### src/rtl/muldiv_wb_unit.sv
// muldiv_wb_unit: iterative shift-add multiply / restoring divide feeding register-file writeback; `define MULDIV_DIV_EN to build DIVU/REMU
module muldiv_wb_unit #(
  parameter int WIDTH = 32,
  parameter int AW = 5
) (
  input  logic             clk,
  input  logic             reset,
  input  logic             start,
  input  logic [1:0]       op,
  input  logic [AW-1:0]    rd,
  input  logic [WIDTH-1:0] a,
  input  logic [WIDTH-1:0] b,
  output logic             busy,
  output logic             wb_we,
  output logic [AW-1:0]    wb_addr,
  output logic [WIDTH-1:0] wb_data
);
  localparam int CW = $clog2(WIDTH);
  typedef enum logic [1:0] {IDLE, RUN, DONE} state_t;
  state_t state, state_n;
  logic [CW-1:0] cnt;
  logic [1:0] op_q;
  logic [AW-1:0] rd_q;
  logic [WIDTH-1:0] b_q, result;
  logic [2*WIDTH-1:0] prod, prod_n;
  logic [WIDTH:0] psum;
  logic accept, last, skip;
  assign accept = state == IDLE && start;
  assign last = state == RUN && cnt == CW'(WIDTH - 1);
  always_comb begin
    psum = {1'b0, prod[2*WIDTH-1:WIDTH]} + (prod[0] ? {1'b0, b_q} : '0);
    prod_n = {psum, prod[WIDTH-1:1]};
  end
`ifdef MULDIV_DIV_EN
  logic [WIDTH:0] rem, rem_n, sh, diff;
  logic [WIDTH-1:0] quo, quo_n;
  assign skip = 1'b0;
  // b==0 needs no special case: every subtract succeeds, giving all-ones quotient and remainder a
  always_comb begin
    sh = {rem[WIDTH-1:0], quo[WIDTH-1]};
    diff = sh - {1'b0, b_q};
    rem_n = diff[WIDTH] ? sh : diff;
    quo_n = {quo[WIDTH-2:0], ~diff[WIDTH]};
    result = op_q[1] ? (op_q[0] ? rem_n[WIDTH-1:0] : quo_n)
                     : (op_q[0] ? prod_n[2*WIDTH-1:WIDTH] : prod_n[WIDTH-1:0]);
  end
  always_ff @(posedge clk or posedge reset)
    if (reset) begin
      rem <= '0;
      quo <= '0;
    end else if (accept) begin
      rem <= '0;
      quo <= a;
    end else if (state == RUN) begin
      rem <= rem_n;
      quo <= quo_n;
    end
`else
  assign skip = op[1];
  assign result = op_q[1] ? '0 : (op_q[0] ? prod_n[2*WIDTH-1:WIDTH] : prod_n[WIDTH-1:0]);
`endif
  always_comb
    state_n = state == IDLE ? (start ? (skip ? DONE : RUN) : IDLE)
            : state == RUN  ? (last ? DONE : RUN)
            : IDLE;
  always_ff @(posedge clk or posedge reset)
    if (reset) state <= IDLE;
    else state <= state_n;
  always_ff @(posedge clk or posedge reset)
    if (reset) begin
      cnt <= '0;
      op_q <= '0;
      rd_q <= '0;
      b_q <= '0;
      prod <= '0;
      busy <= 1'b0;
      wb_we <= 1'b0;
      wb_addr <= '0;
      wb_data <= '0;
    end else if (accept) begin
      cnt <= '0;
      op_q <= op;
      rd_q <= rd;
      b_q <= b;
      prod <= {{WIDTH{1'b0}}, a};
      busy <= 1'b1;
      if (skip) begin
        wb_we <= rd != '0;
        wb_addr <= rd;
        wb_data <= '0;
      end
    end else if (state == RUN) begin
      cnt <= cnt + 1'b1;
      prod <= prod_n;
      if (last) begin
        wb_we <= rd_q != '0;
        wb_addr <= rd_q;
        wb_data <= result;
      end
    end else if (state == DONE) begin
      wb_we <= 1'b0;
      busy <= 1'b0;
    end
endmodule

### config.mk
export PLATFORM = sky130hd
export DESIGN_NAME = muldiv_wb_unit
export DESIGN_NICKNAME = d
export VERILOG_FILES = /design/src/rtl/muldiv_wb_unit.sv
export SDC_FILE = /design/constraint.sdc
export NUM_CORES = 1
export LEC_CHECK = 0
export BUFFER_PORTS_ARGS = -buffer_cell sky130_fd_sc_hd__buf_2
export CAP_MARGIN = 20
export CELL_PAD_IN_SITES_DETAIL_PLACEMENT = 1
export CELL_PAD_IN_SITES_GLOBAL_PLACEMENT = 1
export CORE_ASPECT_RATIO = 1.75
export CORE_MARGIN = 2
export CORE_UTILIZATION = 40
export DETAILED_ROUTE_END_ITERATION = 16
export GPL_ROUTABILITY_DRIVEN = 0
export GPL_TIMING_DRIVEN = 0
export HOLD_SLACK_MARGIN = 0.08
export PLACE_DENSITY = 0.82
export RECOVER_POWER = 100
export SETUP_SLACK_MARGIN = 0.02
export SYNTH_ARGS = -nofsm -noshare
export SYNTH_HDL_FRONTEND = slang
export SYNTH_SLANG_ARGS = --single-unit
### constraint.sdc
create_clock -name clk -period 4.55 [get_ports clk]
set_input_delay 0.91 -clock clk [delete_from_list [all_inputs] [get_ports clk]]
set_output_delay 0.91 -clock clk [all_outputs]
set_load 0.05 [all_outputs]
==> results.txt, run 1 <==
----------------------------------------------------
[Critical path]
  Required time worst endpoint ... slightly below 5 ns
  Critical Path Start Type ... flip-flop
  Type of the worst setup path ... flip-flop to flip-flop
  Peak fanout along the critical path ... 10
  Data arrival time at the worst-slack endpoint ... between 4 and 5 ns
  CP endpoint kind ... flip-flop

[Logic synthesis]
  Combinational family with the most area after synthesis ... compound AO/OA/AOI/OAI gates
  Fraction of synthesized cell area taken by the top area cell type ... a little under half
  Count of unique library cells instantiated by Yosys ... just under 60
  Register area share after synthesis ... between 40% and 50%
  Portion of netlist area occupied by mux cells ... around 3.4%
  Top cells by area in the synthesized netlist ... sky130_fd_sc_hd__dfrtp_1 (47%), sky130_fd_sc_hd__nand2_1 (9.7%), sky130_fd_sc_hd__o21ai_0 (5.4%)
  Dominant cell type by area after synthesis ... sky130_fd_sc_hd__dfrtp_1
  Mean instance size in the synthesized netlist ... about 9 um2
  Synthesized-area fraction occupied by xor and xnor cells ... approximately 3.3%
  Flip-flop and latch count after synthesis ... 149
  Number of enable flip-flop cells after synthesis ... 0
  Async set-reset flop share out of synthesis ... between 90% and 100%
  Post-Synth Adder-Cell Area ... between 5 and 6%
  Post-synthesis compound-gate area fraction ... around 21%
  Cells after Synth ... approximately 870
  Most numerous cell types in the synthesized netlist ... sky130_fd_sc_hd__nand2_1 (205), sky130_fd_sc_hd__dfrtp_1 (149), sky130_fd_sc_hd__o21ai_0 (86)
  Synth Area in Simple Gates ... roughly 17%
  YS warnings ... 0
  Leading register cell type out of synthesis ... sky130_fd_sc_hd__dfrtp_1
  Post-synthesis net count ... 981
  Post-synthesis cell area ... approximately 8000 um2
  Top-count cell post-synth ... sky130_fd_sc_hd__nand2_1

[CTS]
  Post-CTS clock slew at the launch and capture registers of the worst setup and hold paths ... around 0.060 ns
  Clk sinks ... 149
  Source-to-sink clock delay at the later pin of the worst-skew pair ... roughly 0.45 ns
  Total of hold buffers inserted after clock tree synthesis ... 0
  Clock tree buffer depth ... 2
  Number of gates given a new drive strength after cts ... 0
  CTS root buf ... sky130_fd_sc_hd__clkbuf_16
  H-tree level count ... 4
  Clock tree from TritonCTS ... built
  Number of buffers added for setup after CTS ... 0
  Inserted Clock Buffers ... 17

[Finish]
  Signed area change from the synthesized netlist to the final layout ... 17.7%
  Nets ... between 1,000 and 1,500
  Share of post-route cells with drive strength above 1 ... roughly 11%
  Layout filler cell count ... around 2,300
  Antenna cells ... 0

[Routing]
  Vias per cell ... about 5.6
  Initial detailed-routing violation count ... around 290
  Detailed-route DRC error count ... 0
  First-pass DRT Iterations ... 5
  Count of vias placed by the detailed router ... around 7,000
  Post-detailed-route wirelength per cell ... between 20 and 25 um
  Count of antenna-violating nets left after detailed routing ... 0
  Routed Wire Length ... roughly 25,000 um

[Place]
  Worst slack at placement ... between 0.8 and 0.9 ns
  Total of buffers placed on input and output ports ... 112
  Placed wire-length estimate ... 19,300 um

[Global route]
  Pin count of the biggest net entering global routing ... 42
  Global route total overflow ... 0
  Initial antenna violation count ... 0
  First-pass GRT wire length ... ~41,000 um
  Global Route Usage Sum ... 24.5%
  Via count of the first global-routing pass ... 7,692

[Timing]
  Min cycle time layout ... about 4.0 ns
  Final hold viol count ... 0
  Final clock skew ... roughly 0.012 ns
  Worst-case headroom to the max-slew limit ... -47.5%
  Accumulated negative setup slack ... 0 ns
  Setup-violating endpoint count in the final report ... 0
  Final setup slack of the worst path ... between 0.5 and 0.6 ns
  Max-slew violation count ... 42
  Unrepaired setup endpoints after global routing ... false
  Maximum operating frequency ... ~250 MHz
  Fraction of the cycle the final worst path needs ... 88.2%
  Tightest Pin Transition ... 2.21 ns

[Floorplan]
  X dimension of the die ... 111 um
  Die Y ... approximately 190 um
  CORE AREA ... 19,700 um2
  Die Footprint ... between 20,000 and 25,000 um2
  Initial Util ... 40.6%
  Ports placed on the boundary ... around 110
  Standard-cell rows ... 68

[Run status]
  Outcome ... finished with violations
  Failing checks ... max-capacitance violations, max-slew violations

[Worst hold path]
  Hold WC Path Type ... flip-flop to flip-flop

[Run]
  Total of max-cap violations ... 1

[Power]
  Leak ... roughly 4.6 nW
  Max rail drop VDD ... ~310 uV
  Power density normalized to cell area ... 637 nW/um2

----------------------------------------------------
## logic make-up after synthesis
| logic type | count (synthesis) |
|---|---|
| buf+inv | 64 |
| flops | 149 |
| simple gates | 318 |
| compound gates | 249 |
| mux | 27 |
| fa+ha+maj | 35 |
| xor+xnor | 30 |
## cells in the final DEF (no fill, tap or decap), types with 17 or more instances in the layout
cell / count
sky130_fd_sc_hd__a22oi_1: 33
sky130_fd_sc_hd__nor2_1: 37
sky130_fd_sc_hd__o21ai_0: 88
sky130_fd_sc_hd__clkbuf_1: 92
sky130_fd_sc_hd__dfrtp_1: 149
sky130_fd_sc_hd__xnor2_1: 21
sky130_fd_sc_hd__a22o_1: 27
sky130_fd_sc_hd__ha_1: 34
sky130_fd_sc_hd__mux2i_1: 27
sky130_fd_sc_hd__a21oi_1: 33
sky130_fd_sc_hd__buf_2: 72
sky130_fd_sc_hd__clkbuf_16: 17
sky130_fd_sc_hd__a21o_1: 21
sky130_fd_sc_hd__and2_1: 28
sky130_fd_sc_hd__nand2_1: 205
## per-layer routing
| metal | up-vias | global-route usage (%) | wire, um |
|---|---|---|---|
| met2 | 152 | 46.3 | 14000 |
| met4 | 0 | 10.4 | 826 |
| met1 | 3527 | 26.6 | 9550 |
| met3 | 46 | 4.45 | 927 |
| met5 | - | 0 | 0 |
| li1 | 3324 | - | - |
## where the power goes
part / switching (W) / internal, W
Sequential: 0.000318 / 0.00176
Clock: 0.000593 / 0.000777
Combinational: 0.00165 / 0.000870
## critical path, cell delays in order (launching register included)
cell and delay [ns]:
sky130_fd_sc_hd__dfrtp_1 0.58, sky130_fd_sc_hd__clkbuf_1 0.34, sky130_fd_sc_hd__and2_0 0.19, sky130_fd_sc_hd__ha_1 0.29, sky130_fd_sc_hd__a21o_1 0.22, sky130_fd_sc_hd__a31o_1 0.25, sky130_fd_sc_hd__a2111o_1 0.42, sky130_fd_sc_hd__o21ai_0 0.47
sky130_fd_sc_hd__o211ai_1 0.21, sky130_fd_sc_hd__a2111oi_0 0.50, sky130_fd_sc_hd__nor2_1 0.14, sky130_fd_sc_hd__mux2i_1 0.20, sky130_fd_sc_hd__nand2_1 0.08
## final cells by class
cell class,count,area (um2),share of cell area [%]
sequential,149,3730,39.7
multi-input combinational,659,3990,42.5
clock buffer,20,457,4.87
clock inverter,11,103,1.09
buffer,54,203,2.16
inverter,10,41.3,0.440
timing repair buffer,116,559,5.96
tap,245,307,3.27
## stage by stage
| step | power [W] | hold slack (ns) | instances | cell area [um2] | util (%) |
|---|---|---|---|---|---|
| final | 0.00597 | 0.467 | 1264 | 9380 | 47.7 |
| after global routing | 0.00635 | 0.504 | 1264 | 9380 | 47.7 |
| after CTS | 0.00603 | 0.474 | 1264 | 9480 | 48.3 |
| after detailed placement | 0.00463 | 0.456 | 1233 | 8920 | 45.4 |
| after global placement | 0.00451 | 0.454 | 1229 | 8840 | 45.0 |
| after floorplan | 0.00378 | 0.437 | 872 | 7980 | - |
## path summary, 6_finish.rpt
kind / startpoint / to / slack [ns] / cells past startpoint
max: prod[0] / wb_data[29] / 0.54 / 12
min: b_q[29] / b_q[29] / 0.47 / 2
max reg2reg: prod[0] / wb_data[29] / 0.54 / 12
min reg2reg: b_q[29] / b_q[29] / 0.47 / 2
max in group asynchronous: reset / wb_data[0] / 1.13 / 5
min in group asynchronous: reset / b_q[17] / 1.29 / 3
## registers in the layout (all words and copies together) (netlist names)
signal,flops
op_q,2
prod,64
b_q,32
cnt,5
rd_q,5
busy,1
state,2
wb_data,32
wb_we,1
wb_addr,5
Power figures use the tool's default switching activity.
==> run 2: changes to the inputs <==
--- a/config.mk
+++ b/config.mk
@@ -19,6 +19,7 @@
 export PLACE_DENSITY = 0.82
 export RECOVER_POWER = 100
 export SETUP_SLACK_MARGIN = 0.02
+export SKIP_CTS_REPAIR_TIMING = 1
 export SYNTH_ARGS = -nofsm -noshare
 export SYNTH_HDL_FRONTEND = slang
 export SYNTH_SLANG_ARGS = --single-unit
==> constraint.sdc (replaced) <==
create_clock -name clk -period 4.55 [get_ports clk]
set_input_delay 0.2275 -clock clk [delete_from_list [all_inputs] [get_ports clk]]
set_output_delay 0.2275 -clock clk [all_outputs]
set_load 0.05 [all_outputs]
==> run 2 against run 1 <==
Net effect:
- sequential share of layout area shrank 1.8 points
- hold slack lost 0.38 ns
- clock power rose by 15%
- maximum frequency increased by 2.7%
- total power up 4.1%
- non-clock buffer count is 37 higher
- combinational power is 2% higher
- via count increased by 3.3%
- the flow still finishes with violations (max-capacitance violations, max-slew violations)
- flip-flop and latch count unchanged
- critical endpoint unchanged
- utilization increased by 2.3 points
==> results.txt, run 2 (synthesized netlist as in run 1, its figures left out) <==
----------------------------------------------------
[CTS]
  Inserted Clock Buffers ... 17 (unchanged)
  Source-to-sink clock delay at the later pin of the worst-skew pair ... 0.44 ns (was 0.45 ns)
  Clock tree buffer depth ... 2 (unchanged)
  Clock tree from TritonCTS ... built (unchanged)
  Post-CTS clock slew at the launch and capture registers of the worst setup and hold paths ... 0.07 ns (was 0.06 ns)
  CTS root buf ... sky130_fd_sc_hd__clkbuf_16 (unchanged)
  H-tree level count ... 4 (unchanged)
  Clk sinks ... 149 (unchanged)

[Critical path]
  Worst reg-to-reg path cell count ... 12 (unchanged)
  Worst path max stage delay ... 0.55 ns (was 0.58 ns)
  Dominant delay contributor by cell family on the critical path ... compound AO/OA/AOI/OAI gates (unchanged)
  Required time worst endpoint ... 4.87 ns (was 4.88 ns)
  Crit path cell chain ... clkbuf_1 -> and2_1 -> ha_1 -> a21o_1 -> a31o_1 -> a2111o_1 -> o21ai_0 -> o211ai_1 -> a2111oi_0 -> nor2_1 -> mux2i_1 -> nand2_1 (was clkbuf_1 -> and2_0 -> ha_1 -> a21o_1 -> a31o_1 -> a2111o_1 -> o21ai_0 -> o211ai_1 -> a2111oi_0 -> nor2_1 -> mux2i_1 -> nand2_1)
  Max stage delay cell, worst path ... sky130_fd_sc_hd__dfrtp_1 (unchanged)
  Reg2reg end ... wb_data[29] (unchanged)
  Type of the worst setup path ... flip-flop to flip-flop (unchanged)
  CP endpoint kind ... flip-flop (unchanged)
  Data arrival time at the worst-slack endpoint ... 4.23 ns (was 4.35 ns)
  Internal reg-to-reg setup slack ... 0.64 ns (was 0.54 ns)
  Number of buffer and inverter stages on the critical path ... 1 (unchanged)
  Peak fanout along the critical path ... 10 (unchanged)
  Critical Path Start Type ... flip-flop (unchanged)
  Worst reg2reg path startpoint ... prod[0] (unchanged)

[Finish]
  Biggest register ... prod (unchanged)
  Most common cell after layout, fill and taps aside ... sky130_fd_sc_hd__nand2_1 (unchanged)
  Antenna cells ... 0 (unchanged)
  Highest-count cells in the layout ignoring fill and taps ... sky130_fd_sc_hd__nand2_1 (205), sky130_fd_sc_hd__dfrtp_1 (149), sky130_fd_sc_hd__clkbuf_1 (90), sky130_fd_sc_hd__o21ai_0 (88), sky130_fd_sc_hd__buf_2 (72) (was sky130_fd_sc_hd__nand2_1 (205), sky130_fd_sc_hd__dfrtp_1 (149), sky130_fd_sc_hd__clkbuf_1 (92), sky130_fd_sc_hd__o21ai_0 (88), sky130_fd_sc_hd__buf_2 (72))
  Signed area change from the synthesized netlist to the final layout ... 23.3% (was 17.7%)
  Largest regs ... prod (64), b_q (32), wb_data (32) (unchanged)
  Share of post-route cells with drive strength above 1 ... 10.5% (was 10.9%)
  Max FFs per register ... 64 (unchanged)
  Non-filler instance count after layout ... 1,302 (was 1,264)
  Total non-filler cell area in the finished layout ... 9830 um2 (was 9380 um2)
  Layout filler cell count ... 2,342 (was 2,331)
  Nets ... 1,153 (was 1,116)

[Global route]
  Met1 layer usage reported by global route ... 26.7% (was 26.6%)
  First-pass GRT wire length ... 41,200 um (was 40,500 um)
  GR met3 Demand/Resource ... 4.01% (was 4.45%)
  Global route total overflow ... 0 (unchanged)
  Global Route Usage Sum ... 24.8% (was 24.5%)
  Pin count of the biggest net entering global routing ... 87 (was 42)
  Initial antenna violation count ... 0 (unchanged)
  Met2 track utilization from global routing ... 46.5% (was 46.3%)
  Via count of the first global-routing pass ... 7,868 (was 7,692)
  Routing layer with the top usage in global route ... met2 (unchanged)

[Routing]
  Routed Wire Length ... 26,000 um (was 25,300 um)
  Detailed-route DRC error count ... 0 (unchanged)
  Vias per cell ... 5.59 (was 5.58)
  First-pass DRT Iterations ... 4 (was 5)
  Post-detailed-route wirelength per cell ... 19.9 um (was 20.0 um)
  Count of vias placed by the detailed router ... 7,279 (was 7,049)
  Initial detailed-routing violation count ... 366 (was 287)
  Count of antenna-violating nets left after detailed routing ... 0 (unchanged)

[Floorplan]
  Initial Util ... 40.6% (unchanged)
  X dimension of the die ... 111 um (unchanged)
  Standard-cell rows ... 68 (unchanged)
  Die Y ... 191 um (unchanged)
  Ports placed on the boundary ... 113 (unchanged)
  Die Footprint ... 21,100 um2 (unchanged)
  CORE AREA ... 19,700 um2 (unchanged)

[Timing]
  Min cycle time layout ... 3.91 ns (was 4.01 ns)
  Unrepaired setup endpoints after global routing ... false (unchanged)
  Max-slew violation count ... 65 (was 42)
  Final clock skew ... 0.0106 ns (was 0.0120 ns)
  Final hold viol count ... 0 (unchanged)
  Tightest Pin Transition ... 2.82 ns (was 2.21 ns)
  Maximum operating frequency ... 256 MHz (was 249 MHz)
  Final setup slack of the worst path ... 0.643 ns (was 0.537 ns)
  Worst-case headroom to the max-slew limit ... -88.9% (was -47.5%)
  Fraction of the cycle the final worst path needs ... 85.9% (was 88.2%)
  Setup-violating endpoint count in the final report ... 0 (unchanged)

[Power]
  Leak ... 4.76 nW (was 4.55 nW)
  Final Power ... 0.00622 W (was 0.00597 W)
  Power density normalized to cell area ... 633 nW/um2 (was 637 nW/um2)
  Max rail drop VDD ... 301 uV (was 309 uV)

[Place]
  Total of buffers placed on input and output ports ... 112 (unchanged)
  Worst slack at placement ... 0.908 ns (was 0.888 ns)
  Placed wire-length estimate ... 19,100 um (was 19,300 um)
  Cell area after placement ... 8870 um2 (was 8920 um2)
  Cell count after placement ... 1,230 (was 1,233)

[Worst hold path]
  Startpoint of the lowest-slack hold path ... a[21] (was b_q[29])
  Hold WC Path Type ... primary input to flip-flop (was flip-flop to flip-flop)
  Endpoint of the worst hold-timing path ... prod[21] (was b_q[29])
  Number of cells on the worst hold path ... 3 (was 2)

[Run status]
  Failing checks ... max-capacitance violations, max-slew violations (unchanged)
  Outcome ... finished with violations (unchanged)

[Run]
  Total of max-cap violations ... 1 (unchanged)

----------------------------------------------------
run 2: cell type report:
| class | instances | area, um2 | area share, % |
|---|---|---|---|
| clock buffers | 18 | 429 | 4.36 |
| inverters | 10 | 38.8 | 0.394 |
| multi-input cells | 659 | 3990 | 40.5 |
| well taps | 245 | 307 | 3.12 |
| repair buffers | 153 | 920 | 9.35 |
| clock inverters | 14 | 223 | 2.26 |
| flip-flops and latches | 149 | 3730 | 37.9 |
| plain buffers | 54 | 203 | 2.06 |
run 2: per-layer routing:
| metal | up-vias | part of all wire [%] |
|---|---|---|
| met2 | 157 | 54 |
| met1 | 3663 | 39 |
| met5 | - | 0 |
| met4 | 0 | 4.1 |
| met3 | 58 | 3.1 |
| li1 | 3401 | - |
run 2: metrics by stage:
step,TNS [ns],util (%),hold slack [ns]
after global placement,-222.09,45.0,0.424
after floorplan,0,-,0.317
after global routing,0,50.0,0.103
after detailed placement,0,45.1,0.353
final,0,50.0,0.0889
after CTS,0,48.5,-0.116
run 2: worst register-to-register path: stages (launching register included):
cell and delay (ns):
sky130_fd_sc_hd__dfrtp_1 0.55, sky130_fd_sc_hd__clkbuf_1 0.34, sky130_fd_sc_hd__and2_1 0.19, sky130_fd_sc_hd__ha_1 0.29, sky130_fd_sc_hd__a21o_1 0.23, sky130_fd_sc_hd__a31o_1 0.25
sky130_fd_sc_hd__a2111o_1 0.40, sky130_fd_sc_hd__o21ai_0 0.37, sky130_fd_sc_hd__o211ai_1 0.22, sky130_fd_sc_hd__a2111oi_0 0.50, sky130_fd_sc_hd__nor2_1 0.15, sky130_fd_sc_hd__mux2i_1 0.21
sky130_fd_sc_hd__nand2_1 0.08
run 2: worst max path at each step:
stage | slack (ns) | to | from | depth (start not counted)
2_1_floorplan | 0.31 | b_q[0] | reset | 1
3_3_place_gp | -1.50 | b_q[28] | reset | 2
3_5_place_dp | 0.91 | wb_data[25] | prod[0] | 11
4_1_cts | 0.79 | wb_data[25] | prod[0] | 11
5_1_grt | 0.46 | wb_data[31] | prod[0] | 12
6_report | 0.64 | wb_data[29] | prod[0] | 12
run 2: report_power, final:
group          internal, W  total, W  switching (W)
registers          0.00176   0.00208       0.000315
logic             0.000890   0.00256        0.00167
clock network     0.000980   0.00158       0.000604
==> run 3: changes to the inputs <==
--- a/config.mk
+++ b/config.mk
@@ -14,11 +14,10 @@
 export CORE_UTILIZATION = 40
 export DETAILED_ROUTE_END_ITERATION = 16
 export GPL_ROUTABILITY_DRIVEN = 0
-export GPL_TIMING_DRIVEN = 0
 export HOLD_SLACK_MARGIN = 0.08
 export PLACE_DENSITY = 0.82
 export RECOVER_POWER = 100
-export SETUP_SLACK_MARGIN = 0.02
+export SETUP_SLACK_MARGIN = 0.4
 export SKIP_CTS_REPAIR_TIMING = 1
 export SYNTH_ARGS = -nofsm -noshare
 export SYNTH_HDL_FRONTEND = slang
==> run 3 against run 2 <==
Net effect:
- the run still ends with max-capacitance violations, max-slew violations left
- hold slack got worse by 0.0040 ns
- clock power decreased by 14%
- sequential power increased by 2%
- utilization decreased by 1.2 points
- combinational power decreased by 4%
- count of clock-buffer cells in the layout unchanged
- critical path type unchanged
- largest cell class unchanged
==> results.txt, run 3 (synthesized netlist as in run 1, its figures left out) <==
----------------------------------------------------
[Run status]
  Outcome ... finished with violations (unchanged)
  Failing checks ... max-capacitance violations, max-slew violations (unchanged)

[Critical path]
  Reg2reg end ... wb_data[31] (was wb_data[29])
  Required time worst endpoint ... 4.87 ns (about the same)
  Crit path cell chain ... and2_0 -> ha_1 -> a21o_1 -> a31o_1 -> a2111o_1 -> o21ai_0 -> o21ai_0 -> nor4b_1 -> a2bb2oi_1 -> nor3b_1 -> o21ai_1 (was clkbuf_1 -> and2_1 -> ha_1 -> a21o_1 -> a31o_1 -> a2111o_1 -> o21ai_0 -> o211ai_1 -> a2111oi_0 -> nor2_1 -> mux2i_1 -> nand2_1)
  Worst reg-to-reg path cell count ... 11 (was 12)
  Start point of the critical path ... prod[0] (unchanged)
  Worst path max stage delay ... 0.99 ns (was 0.55 ns)
  Critical Path Start Type ... flip-flop (unchanged)
  Internal reg-to-reg setup slack ... 0.54 ns (was 0.64 ns)
  Data arrival time at the worst-slack endpoint ... 4.33 ns (was 4.23 ns)
  Worst reg2reg path startpoint ... prod[0] (unchanged)
  Cell occurring most often along the worst timing path ... sky130_fd_sc_hd__o21ai_0
  Peak fanout along the critical path ... 33 (was 10)
  Max stage delay cell, worst path ... sky130_fd_sc_hd__dfrtp_1 (unchanged)
  CP endpoint kind ... flip-flop (unchanged)
  Type of the worst setup path ... flip-flop to flip-flop (unchanged)

[Timing]
  Fraction of the cycle the final worst path needs ... 88.1% (was 85.9%)
  Setup-violating endpoint count in the final report ... 0 (unchanged)
  Maximum operating frequency ... 250 MHz (was 256 MHz)
  Min cycle time layout ... 4.01 ns (was 3.91 ns)
  Worst-case headroom to the max-slew limit ... -152% (was -88.9%)
  Final hold viol count ... 0 (unchanged)
  Max-slew violation count ... 333 (was 65)
  Accumulated negative setup slack ... 0 ns (unchanged)
  Unrepaired setup endpoints after global routing ... false (unchanged)
  Final clock skew ... 0.0112 ns (was 0.0106 ns)
  Tightest Pin Transition ... 3.78 ns (was 2.82 ns)

[CTS]
  Clock tree buffer depth ... 2 (unchanged)
  Source-to-sink clock delay at the later pin of the worst-skew pair ... 0.43 ns (was 0.44 ns)
  Clock tree from TritonCTS ... built (unchanged)
  Inserted Clock Buffers ... 17 (unchanged)
  H-tree level count ... 4 (unchanged)
  Clk sinks ... 149 (unchanged)
  CTS root buf ... sky130_fd_sc_hd__clkbuf_16 (unchanged)
  Post-CTS clock slew at the launch and capture registers of the worst setup and hold paths ... 0.07 ns (about the same)

[Routing]
  Initial detailed-routing violation count ... 337 (was 366)
  Count of vias placed by the detailed router ... 7,161 (was 7,279)
  Vias per cell ... 5.70 (was 5.59)
  Post-detailed-route wirelength per cell ... 20.4 um (was 19.9 um)
  Routed Wire Length ... 25,600 um (was 26,000 um)
  Count of antenna-violating nets left after detailed routing ... 0 (unchanged)
  First-pass DRT Iterations ... 5 (was 4)
  Detailed-route DRC error count ... 0 (unchanged)

[Floorplan]
  Standard-cell rows ... 68 (unchanged)
  Die Footprint ... 21,100 um2 (unchanged)
  Initial Util ... 40.6% (unchanged)
  CORE AREA ... 19,700 um2 (unchanged)
  X dimension of the die ... 111 um (unchanged)
  Die Y ... 191 um (unchanged)
  Ports placed on the boundary ... 113 (unchanged)

[Global route]
  Initial antenna violation count ... 0 (unchanged)
  Global Route Usage Sum ... 23.8% (was 24.8%)
  Global route total overflow ... 0 (unchanged)
  Via count of the first global-routing pass ... 7,443 (was 7,868)
  Pin count of the biggest net entering global routing ... 150 (was 87)
  First-pass GRT wire length ... 39,600 um (was 41,200 um)

[Finish]
  Highest-count cells in the layout ignoring fill and taps ... sky130_fd_sc_hd__nand2_1 (205), sky130_fd_sc_hd__dfrtp_1 (149), sky130_fd_sc_hd__o21ai_0 (89), sky130_fd_sc_hd__buf_2 (73), sky130_fd_sc_hd__clkbuf_1 (42) (was sky130_fd_sc_hd__nand2_1 (205), sky130_fd_sc_hd__dfrtp_1 (149), sky130_fd_sc_hd__clkbuf_1 (90), sky130_fd_sc_hd__o21ai_0 (88), sky130_fd_sc_hd__buf_2 (72))
  Biggest register ... prod (unchanged)
  Antenna cells ... 0 (unchanged)
  Nets ... 1,108 (was 1,153)
  Share of post-route cells with drive strength above 1 ... 12.0% (was 10.5%)
  Largest regs ... prod (64), b_q (32), wb_data (32) (unchanged)
  Max FFs per register ... 64 (unchanged)
  Signed area change from the synthesized netlist to the final layout ... 20.4% (was 23.3%)
  Most common cell after layout, fill and taps aside ... sky130_fd_sc_hd__nand2_1 (unchanged)

[Run]
  Total of max-cap violations ... 5 (was 1)

[Power]
  Power density normalized to cell area ... 618 nW/um2 (was 633 nW/um2)
  Max rail drop VDD ... 323 uV (was 301 uV)
  Net Sw Frac ... 43.2% (was 41.6%)
  Sequential share of power ... 35.7% (was 33.4%)
  Leak ... 4.67 nW (was 4.76 nW)
  Net load switching power ... 0.00256 W (was 0.00259 W)
  Combinational cell fraction of total power ... 41.4% (was 41.1%)
  Clock Power Share ... 22.9% (was 25.5%)
  Pint ... 0.00336 W (was 0.00363 W)
  Final Power ... 0.00593 W (was 0.00622 W)

[Worst hold path]
  Hold WC Path Type ... primary input to flip-flop (unchanged)
  Number of cells on the worst hold path ... 3 (unchanged)
  Startpoint of the lowest-slack hold path ... a[28] (was a[21])
  Endpoint of the worst hold-timing path ... prod[28] (was prod[21])

[Place]
  Placed wire-length estimate ... 17,600 um (was 19,100 um)
  Total of buffers placed on input and output ports ... 112 (unchanged)

----------------------------------------------------
-- run 3: cell types whose count changed in the layout (fill, tap and decap cells not counted), moves of 2 or more --
cell | before | now
sky130_fd_sc_hd__clkbuf_1 | 90 | 42
sky130_fd_sc_hd__buf_4 | 0 | 6
sky130_fd_sc_hd__bufinv_16 | 5 | 0
sky130_fd_sc_hd__clkinvlp_4 | 1 | 6
sky130_fd_sc_hd__buf_1 | 4 | 0
sky130_fd_sc_hd__and2_0 | 3 | 6
sky130_fd_sc_hd__and2_1 | 29 | 26
sky130_fd_sc_hd__clkinv_4 | 3 | 1
sky130_fd_sc_hd__inv_6 | 2 | 4
-- run 3: power groups by stage --
stage	Combinational (W)	Sequential, W	Clock, W
after detailed placement	0.00244	0.00212	0
after CTS	0.00246	0.00211	0.00138
final	0.00245	0.00212	0.00136
after global placement	0.00235	0.00211	0
after floorplan	0.00169	0.00209	0
after global routing	0.00270	0.00216	0.00144
-- run 3: cell type report --
cell class / count / area (um2)
fillers: 2290 / 10100
multi-input cells: 659 / 4000
flip-flops and latches: 149 / 3730
repair buffers: 162 / 968
clock buffers: 18 / 439
well taps: 245 / 307
clock inverters: 14 / 116
inverters: 10 / 38.8
-- run 3: stage by stage --
step           instance area, um2  utilization, %  hold slack (ns)  setup WS [ns]  std cells
2_1_floorplan                7980               -            0.317           1.65        872
3_3_place_gp                 8760            44.6            0.423           1.07       1186
3_5_place_dp                 8760            44.6            0.428          0.873       1186
4_1_cts                      9320            47.4          -0.0314          0.797       1218
5_1_grt                      9600            48.8           0.0893          0.293       1257
6_report                     9600            48.8           0.0848          0.543       1257
-- run 3: worst max-delay path by stage --
stage / to / slack (ns)
floorplan: prod[61] / 1.65
global placement: wb_data[22] / 1.07
detailed placement: wb_data[31] / 0.87
CTS: wb_data[31] / 0.80
global route: wb_we / 0.29
finish: wb_data[31] / 0.54
-- run 3: routing by layer --
metal  share of wire [%]  GRT usage (%)  wire, um  vias up
met1                  38           26.2      9860     3603
met4                 4.0           12.5      1010        0
li1                    -              -         -     3303
met3                 3.6           3.59       915       59
met2                  54           44.1     13800      196
met5                   0              0         0        -
-- run 3: worst max-delay path, delay by kind of cell (launching register included) --
family	cells	cell delay [ns]
AOI/OAI and AO/OA	7	1.79
DFF	1	0.99
adders and majority gates	1	0.29
and+or+nand+nor	3	0.82
